--- src/rtl/trig_id_capture.sv ---
// rtl/trig_id_capture.sv - serial trigger-ID receiver with first-word fall-through ID FIFO
module trig_id_capture #(
  parameter int ID_WIDTH   = 16,
  parameter int FIFO_DEPTH = 8,
  parameter int TIMEOUT    = 1023
) (
  input  logic                        pll_clk,
  input  logic                        reset,
  input  logic                        trig_in,
  input  logic                        trig_id,
  input  logic                        ext_clk,
  input  logic                        rd_en,
  output logic [ID_WIDTH-1:0]         rd_data,
  output logic                        fifo_empty,
  output logic [$clog2(FIFO_DEPTH):0] fifo_count,
  output logic                        irq,
  output logic                        busy,
  output logic [7:0]                  overflow_cnt,
  output logic [7:0]                  timeout_cnt
);

  localparam int AW = $clog2(FIFO_DEPTH);
  localparam int TW = $clog2(TIMEOUT + 1);
  localparam int BW = $clog2(ID_WIDTH);

  typedef enum logic [1:0] {IDLE, CAPTURE, PUSH} state_t;

  state_t              state, state_nxt;
  logic                trig_s1, trig_s2, trig_s3;
  logic                id_s1, id_s2;
  logic                eclk_s1, eclk_s2, eclk_s3;
  logic [ID_WIDTH-1:0] shreg;
  logic [BW-1:0]       bit_cnt;
  logic [TW-1:0]       timer;
  logic [AW:0]         wr_ptr, rd_ptr;
  logic [ID_WIDTH-1:0] mem [FIFO_DEPTH];

  logic trig_rise, clk_fall, last_bit, capture_done, capture_abort;
  logic fifo_full, do_pop, do_push, start_capture;

  assign trig_rise     = trig_s2 & ~trig_s3;
  assign clk_fall      = ~eclk_s2 & eclk_s3;
  assign last_bit      = (bit_cnt == BW'(ID_WIDTH - 1));
  assign capture_done  = (state == CAPTURE) & clk_fall & last_bit;
  assign capture_abort = (state == CAPTURE) & ~capture_done & (timer == TW'(TIMEOUT));
  assign start_capture = ((state == IDLE) | (state == PUSH)) & trig_rise;

  assign fifo_count = wr_ptr - rd_ptr;
  assign fifo_empty = (wr_ptr == rd_ptr);
  assign fifo_full  = (fifo_count == (AW+1)'(FIFO_DEPTH));
  assign irq        = ~fifo_empty;
  assign busy       = (state != IDLE);
  assign rd_data    = mem[rd_ptr[AW-1:0]];

  // A full FIFO still accepts the new ID when the same cycle frees a slot.
  assign do_pop  = rd_en & ~fifo_empty;
  assign do_push = (state == PUSH) & (~fifo_full | do_pop);

  // Two-stage synchronisers plus history flops for edge detection.
  always_ff @(posedge pll_clk or negedge reset) begin
    if (!reset) begin
      trig_s1 <= 1'b0; trig_s2 <= 1'b0; trig_s3 <= 1'b0;
      id_s1   <= 1'b0; id_s2   <= 1'b0;
      eclk_s1 <= 1'b0; eclk_s2 <= 1'b0; eclk_s3 <= 1'b0;
    end else begin
      trig_s1 <= trig_in; trig_s2 <= trig_s1; trig_s3 <= trig_s2;
      id_s1   <= trig_id; id_s2   <= id_s1;
      eclk_s1 <= ext_clk; eclk_s2 <= eclk_s1; eclk_s3 <= eclk_s2;
    end
  end

  // FSM state register.
  always_ff @(posedge pll_clk or negedge reset) begin
    if (!reset) state <= IDLE;
    else        state <= state_nxt;
  end

  // Next-state logic; a completing bit in the timeout cycle takes priority over the abort.
  always_comb begin
    state_nxt = state;
    case (state)
      IDLE:    if (trig_rise) state_nxt = CAPTURE;
      CAPTURE: begin
        if (capture_done)       state_nxt = PUSH;
        else if (capture_abort) state_nxt = IDLE;
      end
      PUSH:    state_nxt = trig_rise ? CAPTURE : IDLE;
      default: state_nxt = IDLE;
    endcase
  end

  // Shift register, bit counter and capture timer.
  always_ff @(posedge pll_clk or negedge reset) begin
    if (!reset) begin
      shreg   <= '0;
      bit_cnt <= '0;
      timer   <= '0;
    end else if (start_capture) begin
      shreg   <= '0;
      bit_cnt <= '0;
      timer   <= '0;
    end else if (state == CAPTURE) begin
      timer <= timer + 1'b1;
      if (clk_fall) begin
        shreg   <= {shreg[ID_WIDTH-2:0], id_s2};
        bit_cnt <= bit_cnt + 1'b1;
      end
    end
  end

  // Saturating drop and abort counters.
  always_ff @(posedge pll_clk or negedge reset) begin
    if (!reset) begin
      overflow_cnt <= '0;
      timeout_cnt  <= '0;
    end else begin
      if ((state == PUSH) && !do_push && (overflow_cnt != 8'hFF))
        overflow_cnt <= overflow_cnt + 1'b1;
      if (capture_abort && (timeout_cnt != 8'hFF))
        timeout_cnt <= timeout_cnt + 1'b1;
    end
  end

  // FIFO pointers carry one wrap bit above the address.
  always_ff @(posedge pll_clk or negedge reset) begin
    if (!reset) begin
      wr_ptr <= '0;
      rd_ptr <= '0;
    end else begin
      if (do_push) wr_ptr <= wr_ptr + 1'b1;
      if (do_pop)  rd_ptr <= rd_ptr + 1'b1;
    end
  end

  // FIFO storage; contents need no reset because the pointers gate visibility.
  always_ff @(posedge pll_clk) begin
    if (do_push) mem[wr_ptr[AW-1:0]] <= shreg;
  end

endmodule

--- config.mk ---
export PLATFORM = sky130hd
export DESIGN_NAME = trig_id_capture
export DESIGN_NICKNAME = d
export VERILOG_FILES = /design/src/rtl/trig_id_capture.sv
export SDC_FILE = /design/constraint.sdc
export NUM_CORES = 1
export LEC_CHECK = 0
export ABC_AREA = 1
export BUFFER_PORTS_ARGS = -buffer_cell sky130_fd_sc_hd__clkbuf_2
export CAP_MARGIN = 10
export CELL_PAD_IN_SITES_DETAIL_PLACEMENT = 0
export CELL_PAD_IN_SITES_GLOBAL_PLACEMENT = 2
export CORE_MARGIN = 2
export CORE_UTILIZATION = 38
export CTS_BUF_LIST = sky130_fd_sc_hd__clkbuf_8
export DETAILED_ROUTE_END_ITERATION = 8
export GPL_TIMING_DRIVEN = 0
export PLACE_DENSITY_LB_ADDON = 0.25
export SYNTH_ARGS = -nofsm -noshare
export SYNTH_HDL_FRONTEND = slang
export SYNTH_SLANG_ARGS = --single-unit
--- constraint.sdc ---
create_clock -name pll_clk -period 2.91 [get_ports pll_clk]
set_input_delay 0.1455 -clock pll_clk [delete_from_list [all_inputs] [get_ports pll_clk]]
set_output_delay 0.1455 -clock pll_clk [all_outputs]
set_load 0.01 [all_outputs]
After elaboration in Yosys (flattened, before gate mapping)

Memory sizes are Yosys's and may differ from the RTL's.
Index checks and enable logic that the tools add are counted.
W data, S select, Z words.

Add/subtract/negate cells: 7
Bitwise gates (word level): 16
Muxes and demuxes: 15
Reduce and logical (&&, ||, !) cells: 10
Equal/unequal tests: 10

Operators with widths:

| operator                | count |
|---|---|
| $mux W16                | 3 |
| $mux W10                | 2 |
| $add A8 B1 Y8 const B   | 2 |
| $ne A8 B8 Y1 const B    | 2 |
| $add A4 B1 Y4 const B   | 3 |
| $mux W4                 | 3 |
| $add A10 B1 Y10 const B | 1 |
| $eq A10 B10 Y1 const B  | 1 |
| $and A1 B1 Y1           | 9 |
| $eq A4 B4 Y1 const B    | 2 |
| $mux W2                 | 3 |
| $pmux W2 S3             | 1 |
| $reduce_bool A2 Y1      | 3 |
| $not A1 Y1              | 5 |
| $eq A4 B4 Y1            | 1 |
| $reduce_and A2 Y1       | 2 |
| $sub A4 B4 Y4           | 1 |
| $logic_and A1 B1 Y1     | 3 |
| $mux W1                 | 3 |
| $ne A3 B3 Y1 const B    | 1 |
| $eq A2 B1 Y1 const B    | 1 |
| $eq A2 B2 Y1 const B    | 1 |
| $logic_not A2 Y1        | 1 |
| $ne A2 B2 Y1 const B    | 1 |
| other kinds (2)         | 3 |

Logic and storage cells: 75
Memories kept: 1
Bits in writable memories: 128
Bits of input ports: 6
Output and inout port bits: 39
Bits in registers: 64

Memories:

| memory | depth | bits a word | rd ports | clocked after memory_dff | write ports | line | text |
|---|---|---|---|---|---|---|---|
| mem    | 8     | 16          | 1        | 0                        | 1           | 36   | `logic [ID_WIDTH-1:0] mem [FIFO_DEPTH];` |

Longest topological paths before layout

Gate-level depths: netlist of the first run.

Word-level depth: 10
Depth in mapped cells: 13
Mapped depth without buffers: 12

Worst setup path before layout of the first run

OpenSTA, ideal clock, no wires.

Kind: flip-flop to flip-flop
Start point: reg rd_ptr[2]
End point: mem mem[2][0] (enable)
Cell stages (with the launch flop): 12
Path buffers: 2
Data required time: 2.522 ns
Data arrival time: 2.689 ns
Path slack: -0.167 ns
Period minus slack after synthesis: 3.077 ns
Library setup time: 0.388 ns
Cells stage by stage: dfrtp_1 buf_2 clkinv_1 clkbuf_1 ha_1 a21oi_1 nand3_1 nand2_1 inv_1 nand2_1 nand3_1 nor2_1

Longest elaborated chain between the ends: 7
Elaborated cells on any way between the ends: 10
Those cells by class: add/sub: 1; eq/ne: 2; mux: 2; bitwise: 5

RTL lines:

| item                          | line | text |
|---|---|---|
| from (decl)                   | 35   | `logic [AW:0] wr_ptr, rd_ptr;` |
| from (signal assigned)        | 131  | `if (do_pop) rd_ptr <= rd_ptr + 1'b1;` |
| $sub A4 B4 Y4                 | 48   | `assign fifo_count = wr_ptr - rd_ptr;` |
| net fifo_count[3]             | 15   | `output logic [$clog2(FIFO_DEPTH):0] fifo_count,` |
| $eq A4 B4 Y1                  | 50   | `assign fifo_full = (fifo_count == (AW+1)'(FIFO_DEPTH));` |
| $not A1 Y1                    | 57   | `assign do_push = (state == PUSH) & (~fifo_full \| do_pop);` |
| $or A1 B1 Y1                  | 57   |  |
| $and A1 B1 Y1                 | 57   |  |
| $mux W1                       | 137  | `if (do_push) mem[wr_ptr[AW-1:0]] <= shreg;` |
| $mux W1 (implied by the code) | 137  |  |
| to (decl)                     | 36   |  |

The timed path passes the listed nets, and every way through them passes these cells.

Final worst setup path of the first run

Start point: reg rd_ptr[2]
End point: mem mem[7][13] (enable)

Longest elaborated chain between the ends: 7
Elaborated cells on any way between the ends: 10
Those cells by class: add/sub: 1; eq/ne: 2; mux: 2; bitwise: 5

RTL lines:

| item                                          | line |
|---|---|
| $sub A4 B4 Y4 or $eq A4 B4 Y1 (tied branches) | 48, 49 |
| $eq A4 B4 Y1 or $not A1 Y1 (tied branches)    | 50, 56 |
| $not A1 Y1 or $and A1 B1 Y1 (tied branches)   | 57, 56 |
| $or A1 B1 Y1 (*)                              | 57 |
| $and A1 B1 Y1 (*)                             | 57 |
| $mux W1 (*)                                   | 137 |
| $mux W1 (implied by the code) (*)             | 137 |

Every way passes the cells marked *; elsewhere a longest branch is shown, timed or not.

==> results.yml, run 1 <==
outcome:
  status: "complete, no violations"
yosys:
  synth.area.top_cells: "edfxtp_1 48%, dfrtp_1 20%, nand2_1 7.3%"
  ys_types: 36
  synthCells: 734
  syn_area_per_cell_um2: 11.0
  synth_fa_ha_area_share_pct: 1.64
  synth_mux_area_share_pct: 0.139
  yosys.area.top_type: "edfxtp_1"
  ys_seq_area_share_pct: 67.3
  yosys.area_share.simple_pct: 16.9
  synth_flop_cell: "edfxtp_1"
  yosys_warnings: 0
  synth_compound_area_share_pct: 8.55
  async_reset_ff_share_pct: 33.3
  synth_nets: 750
  ys_seq_elements: 192
  synth_most_common_cell: "nand2_1"
  synth_top_area_share_pct: 47.5
  synth_edf_count: 128
  synth_top_family_by_area: "simple AND/OR/NAND/NOR gates"
  synth_common_cells: "158 x nand2_1, 128 x edfxtp_1, 97 x nor2_1"
  synth_xor_xnor_area_share_pct: 2.06
  syn-cell-area_um2: 8090
clock_network:
  insertion_delay_ps: 470
  numCtsBuffers: 17
  cts.root.buffer_cell: "clkbuf_8"
  clk_path_buf_depth: 2
  cts_tree: "yes"
  cts_sinks: 192
  clk_pin_slew_ps: 100
  htree_levels: 4
floorplanning:
  num_rows: 53
  die_w_um: 150
  dieArea_um2: 22500
  die_y_um: 150
  initial_core_util_pct: 38.6
  ios: 45
  core-area_um2: 21000
critical_path:
  critPathSlowestCell: "ha_1"
  start_kind: "register"
  critPathMaxStageDelay_ps: 390
  critical_path_arrival_ps: 2900
  critPathRequiredTime_ps: 3080
  crit_path_max_fanout: 18
  crit_path_end_kind: "register"
  crit_type: "register to register"
  path_cells: "buf_2, clkinv_4, ha_1, a21oi_1, nand3_1, nand2_1, inv_1, nand2_2, nand2_4, nor2_4, buf_8"
placed_design:
  dp_hpwl_um: 12600
  finalWeightedCongestion: 0.756
  portBuffers: 44
  post-place-ws_ps: -849
routing:
  detail_route.wl_per_cell_um: 16.8
  vias: 5448
  viasPerCell: 4.94
  ant_nets: 0
  drt_iter0_drc: 397
  routed_wl_um: 18600
  drc_errors: 0
  drt-pass1-iter-count: 4
sta:
  hold_slack_ps: 169
  tightest_slew_ps: 681
  finalSetupViolCount: 0
  timing.fmax_mhz: 366
  rsz0062_at_grt: "false"
  slew_violations: 0
  setup_slack_ps: 181
  hold_viol_final: 0
  period_share_pct: 93.8
  fin_crit_ps: 2730
  finClkSkew_ps: 14.7
  slew_headroom_pct: 54.6
grt:
  grt_pass1_wl_um: 29300
  overflow: 0
  grt_max_degree: 38
  antenna_found_initial: 0
  grt_usage_pct: 17.4
  grt_pass1_vias: 5353
run:
  cap_violations: 0
finish:
  antennaDiodeCount: 0
  drive_gt1_share_pct: 16.4
  syn2layout_area_growth_pct: 15.8
  finalNetCount: 831
power_and_ir_drop:
  power.leakage_nw: 3.85
  power_density_nw_per_um2: 795
  max-vdd-ir-drop_mv: 0.341
min_path:
  hold_path.class: "input port to asynchronous set/reset pin"
## sequential cells by signal (all words and copies together) (netlist names)
signal        flops
eclk_s1           1
rd_ptr            4
state             2
overflow_cnt      8
eclk_s2           1
timer            10
trig_s3           1
wr_ptr            4
id_s1             1
timeout_cnt       8
shreg            16
bit_cnt           4
trig_s2           1
eclk_s3           1
trig_s1           1
mem             128
id_s2             1
## timing repair
item                                    CTS  global route
pin swaps                                 6             0
hold endpoints to repair                 34             0
gates resized for setup                  11             6
hold buffers                              5             0
endpoints found under the setup margin  129           122
buffers inserted                          8             0
## worst max-delay path: cells and delay by family (launching register included)
family | cells | cell delay, ps
simple gates | 5 | 760
buf+inv | 4 | 740
fa+ha+maj | 1 | 390
flops | 1 | 320
compound gates | 1 | 220
## layer usage
metal / vias to the layer above / track usage [%] / wire length, um
met1: 2624 / 24.1 / 8770
li1: 2694 / - / -
met5: - / 0 / 0
met2: 115 / 27.6 / 8610
met3: 15 / 4.18 / 975
met4: 0 / 4.91 / 207
## cells in the final DEF (no fill, tap or decap), types with 3 or more instances in the layout
cell           Yosys  routed
a21oi_1           10      10
buf_12             0       4
buf_2              9       9
buf_4              1       6
buf_8              0       6
clkbuf_1          16      13
clkbuf_2           0      44
clkbuf_8           0      17
clkinv_4           0       7
clkinvlp_4         0       3
dfrtp_1           64      64
dlygate4sd3_1      0       5
edfxtp_1         128     128
ha_1               9       9
inv_1             31      31
inv_2              6       6
nand2_1          158     157
nand2_4            5       6
nand3_1           45      44
nand4_1            3       3
nor2_1            97      89
nor2_4             4      12
o21ai_0           73      73
o22ai_1           33      33
xor2_1            17      17
## cell type report
type / instances / area [um^2]
clock buffers: 17 / 234
plain buffers: 26 / 121
well taps: 275 / 344
repair buffers: 64 / 480
inverters: 39 / 155
clock inverters: 15 / 139
multi-input cells: 475 / 2450
flip-flops and latches: 192 / 5450
fillers: 2018 / 11600
## cell families (layout without fill, tap and decap cells)
logic type,count (synthesis),after routing
AOI/OAI and AO/OA,123,123
xor gates and xnor gates,19,19
adders and majority gates,10,10
buffers and inverters,67,161
DFF,192,192
muxes,1,1
and+or+nand+nor,322,322
## worst paths after layout
| check | startpoint | to | slack (ps) | cells past startpoint |
|---|---|---|---|---|
| worst max-delay path | rd_ptr[2]$_DFFE_PN0P_ | mem[7][13]$_DFFE_PP_ | 180 | 11 |
| worst min register to register | trig_s1$_DFF_PN0_ | trig_s2$_DFF_PN0_ | 350 | 0 |
| max in group asynchronous | reset | rd_ptr[1]$_DFFE_PN0P_ | 2190 | 3 |
| worst min-delay path | reset | eclk_s3$_DFF_PN0_ | 170 | 2 |
| min in group pll_clk | ext_clk | eclk_s1$_DFF_PN0_ | 320 | 2 |
| worst max register to register | rd_ptr[2]$_DFFE_PN0P_ | mem[7][13]$_DFFE_PP_ | 180 | 11 |
## report_power, final
part / switching, mW / internal, mW
logic: 1.66 / 0.828
clock network: 0.954 / 0.687
registers: 0.210 / 3.11
## through the flow
step           instances  utilization (%)  cell area, um^2  power [mW]  setup TNS (ps)
2_1_floorplan        734                -             8100        4.88          -15830
3_3_place_gp        1053             41.3             8660        5.79         -160120
3_5_place_dp        1060             41.9             8790        5.84          -78310
4_1_cts             1103             44.6             9350        7.50               0
5_1_grt             1103             44.7             9370        7.92               0
6_report            1103             44.7             9370        7.45               0
Note: power is estimated with default switching activity, not from simulation.
==> inputs of run 2 (changes only) <==
--- a/config.mk
+++ b/config.mk
@@ -11,11 +11,11 @@
 export CELL_PAD_IN_SITES_DETAIL_PLACEMENT = 0
 export CELL_PAD_IN_SITES_GLOBAL_PLACEMENT = 2
 export CORE_MARGIN = 2
-export CORE_UTILIZATION = 38
+export CORE_UTILIZATION = 35
 export CTS_BUF_LIST = sky130_fd_sc_hd__clkbuf_8
 export DETAILED_ROUTE_END_ITERATION = 8
-export GPL_TIMING_DRIVEN = 0
-export PLACE_DENSITY_LB_ADDON = 0.25
+export GPL_TIMING_DRIVEN = 1
+export PLACE_DENSITY_LB_ADDON = 0.1
 export SYNTH_ARGS = -nofsm -noshare
 export SYNTH_HDL_FRONTEND = slang
 export SYNTH_SLANG_ARGS = --single-unit
==> results.yml, run 2 (synthesized netlist as in run 1, its figures left out) <==
finish:
  post-route-util_pct: 40.4
  instances_no_fill: 1093
  finalNetCount: 811
  sequential_cell_area_um2: 5450
  syn2layout_area_growth_pct: 13.2
  drive_gt1_share_pct: 14.7
  multi_input_area_um2: 2380
  final_common_cell: "nand2_1"
  fillers: 2180
  design_area_um2: 9160
  mostFrequentLayoutCells: "158 x nand2_1, 128 x edfxtp_1, 95 x nor2_1, 73 x o21ai_0, 63 x dfrtp_1"
  largest_reg_flops: 128
  antennaDiodeCount: 0
critical_path:
  crit_path_end_kind: "output pin"
  critPathRequiredTime_ps: 2760
  start_kind: "register"
  rr_worst_depth: 9
  crit_path_max_fanout: 43
  crit_type: "register to output pin"
  critical_path_arrival_ps: 2490
routing:
  routed_wl_um: 17700
  detail_route.wl_per_cell_um: 16.2
  drt-pass1-iter-count: 4
  ant_nets: 0
  drt_iter0_drc: 358
  viasPerCell: 4.88
  drc_errors: 0
  vias: 5332
placed_design:
  post-place-ws_ps: 395
  place_area_um2: 8700
  portBuffers: 44
  dp_hpwl_um: 12100
  finalWeightedCongestion: 0.779
  dp.cells: 1056
clock_network:
  cts.root.buffer_cell: "clkbuf_8"
  numCtsBuffers: 17
  clk_path_buf_depth: 2
  insertion_delay_ps: 460
  cts_sinks: 192
  htree_levels: 4
  cts_tree: "yes"
  post_cts_resized: 0
  clk_pin_slew_ps: 90
sta:
  finClkSkew_ps: 10.8
  slew_headroom_pct: 68.8
  tns_ps: 0
  slew_violations: 0
  tightest_slew_ps: 468
  setup_slack_ps: 271
  period_share_pct: 90.7
  rsz0062_at_grt: "false"
  finalSetupViolCount: 0
  hold_viol_final: 0
  fin_crit_ps: 2640
  timing.fmax_mhz: 379
grt:
  antenna_found_initial: 0
  grt_pass1_vias: 5389
  grt_max_degree: 44
  grt_usage_pct: 15.4
  grt_pass1_wl_um: 28700
  overflow: 0
floorplanning:
  ios: 45
  core-area_um2: 22600
  initial_core_util_pct: 35.7
  die_y_um: 156
  die_w_um: 156
  dieArea_um2: 24300
  num_rows: 55
power_and_ir_drop:
  max-vdd-ir-drop_mv: 0.276
  power_density_nw_per_um2: 813
  power.leakage_nw: 3.81
min_path:
  hold_path.class: "input port to asynchronous set/reset pin"
run:
  cap_violations: 0
outcome:
  status: "complete, no violations"
[run 2: changes by cell type in the layout (fill, tap and decap cells not counted), sizes merged]
cell and delta:
clkinv -2, bufinv +2, clkinvlp -1, inv +1, buf -5, clkbuf -15
[run 2: routing by layer]
metal	part of all wire (%)	global-route usage, %	wire length, um
met1	47	20.9	8380
met2	48	25.2	8440
met3	4.0	3.19	699
met4	0.84	3.98	148
met5	0	0	0
[run 2: report_power, final]
part / internal (mW) / total (mW) / switching [mW]
clock network: 0.845 / 1.76 / 0.917
logic: 0.822 / 2.38 / 1.55
registers: 3.11 / 3.30 / 0.188
[run 2: area by class of cell]
class / instances / share of cell area, %
multi-input cells: 475 / 25.9
well taps: 285 / 3.89
repair buffers: 70 / 4.67
clock inverters: 15 / 1.84
inverters: 39 / 1.60
flip-flops and latches: 192 / 59.5
clock buffers: 17 / 2.56
[run 2: critical path, stage by stage, from the launching register on]
cell and delay (ps):
dfrtp_2 420, buf_4 260, inv_2 330, buf_4 320, o21ai_0 110, o22ai_1 230, nand2_1 120, nand2_1 80
clkbuf_2 120
[run 2: metrics by stage]
step | hold WS (ps) | power [mW]
final | 169 | 7.44
after CTS | 154 | 7.56
after detailed placement | 132 | 5.78
after global placement | 137 | 5.77
after floorplan | -150 | 4.88
after global routing | 182 | 7.99
[run 2: worst paths after layout]
check / end / from / slack [ps]
worst max-delay path: rd_data[12] / rd_ptr[0]$_DFFE_PN0P_ / 270
worst min register to register: eclk_s2$_DFF_PN0_ / eclk_s1$_DFF_PN0_ / 350
max in group asynchronous: shreg[3]$_DFFE_PN0P_ / reset / 2010
worst max register to register: mem[3][13]$_DFFE_PP_ / wr_ptr[0]$_DFFE_PN0P_ / 390
worst min-delay path: overflow_cnt[2]$_DFFE_PN0P_ / reset / 170
min in group pll_clk: id_s1$_DFF_PN0_ / trig_id / 320
[run 2: timing repair]
item | 4_1_cts | 5_1_grt
setup buffers | 0 | 0
hold buffers | 5 | 0
endpoints found under the hold margin | 21 | 0
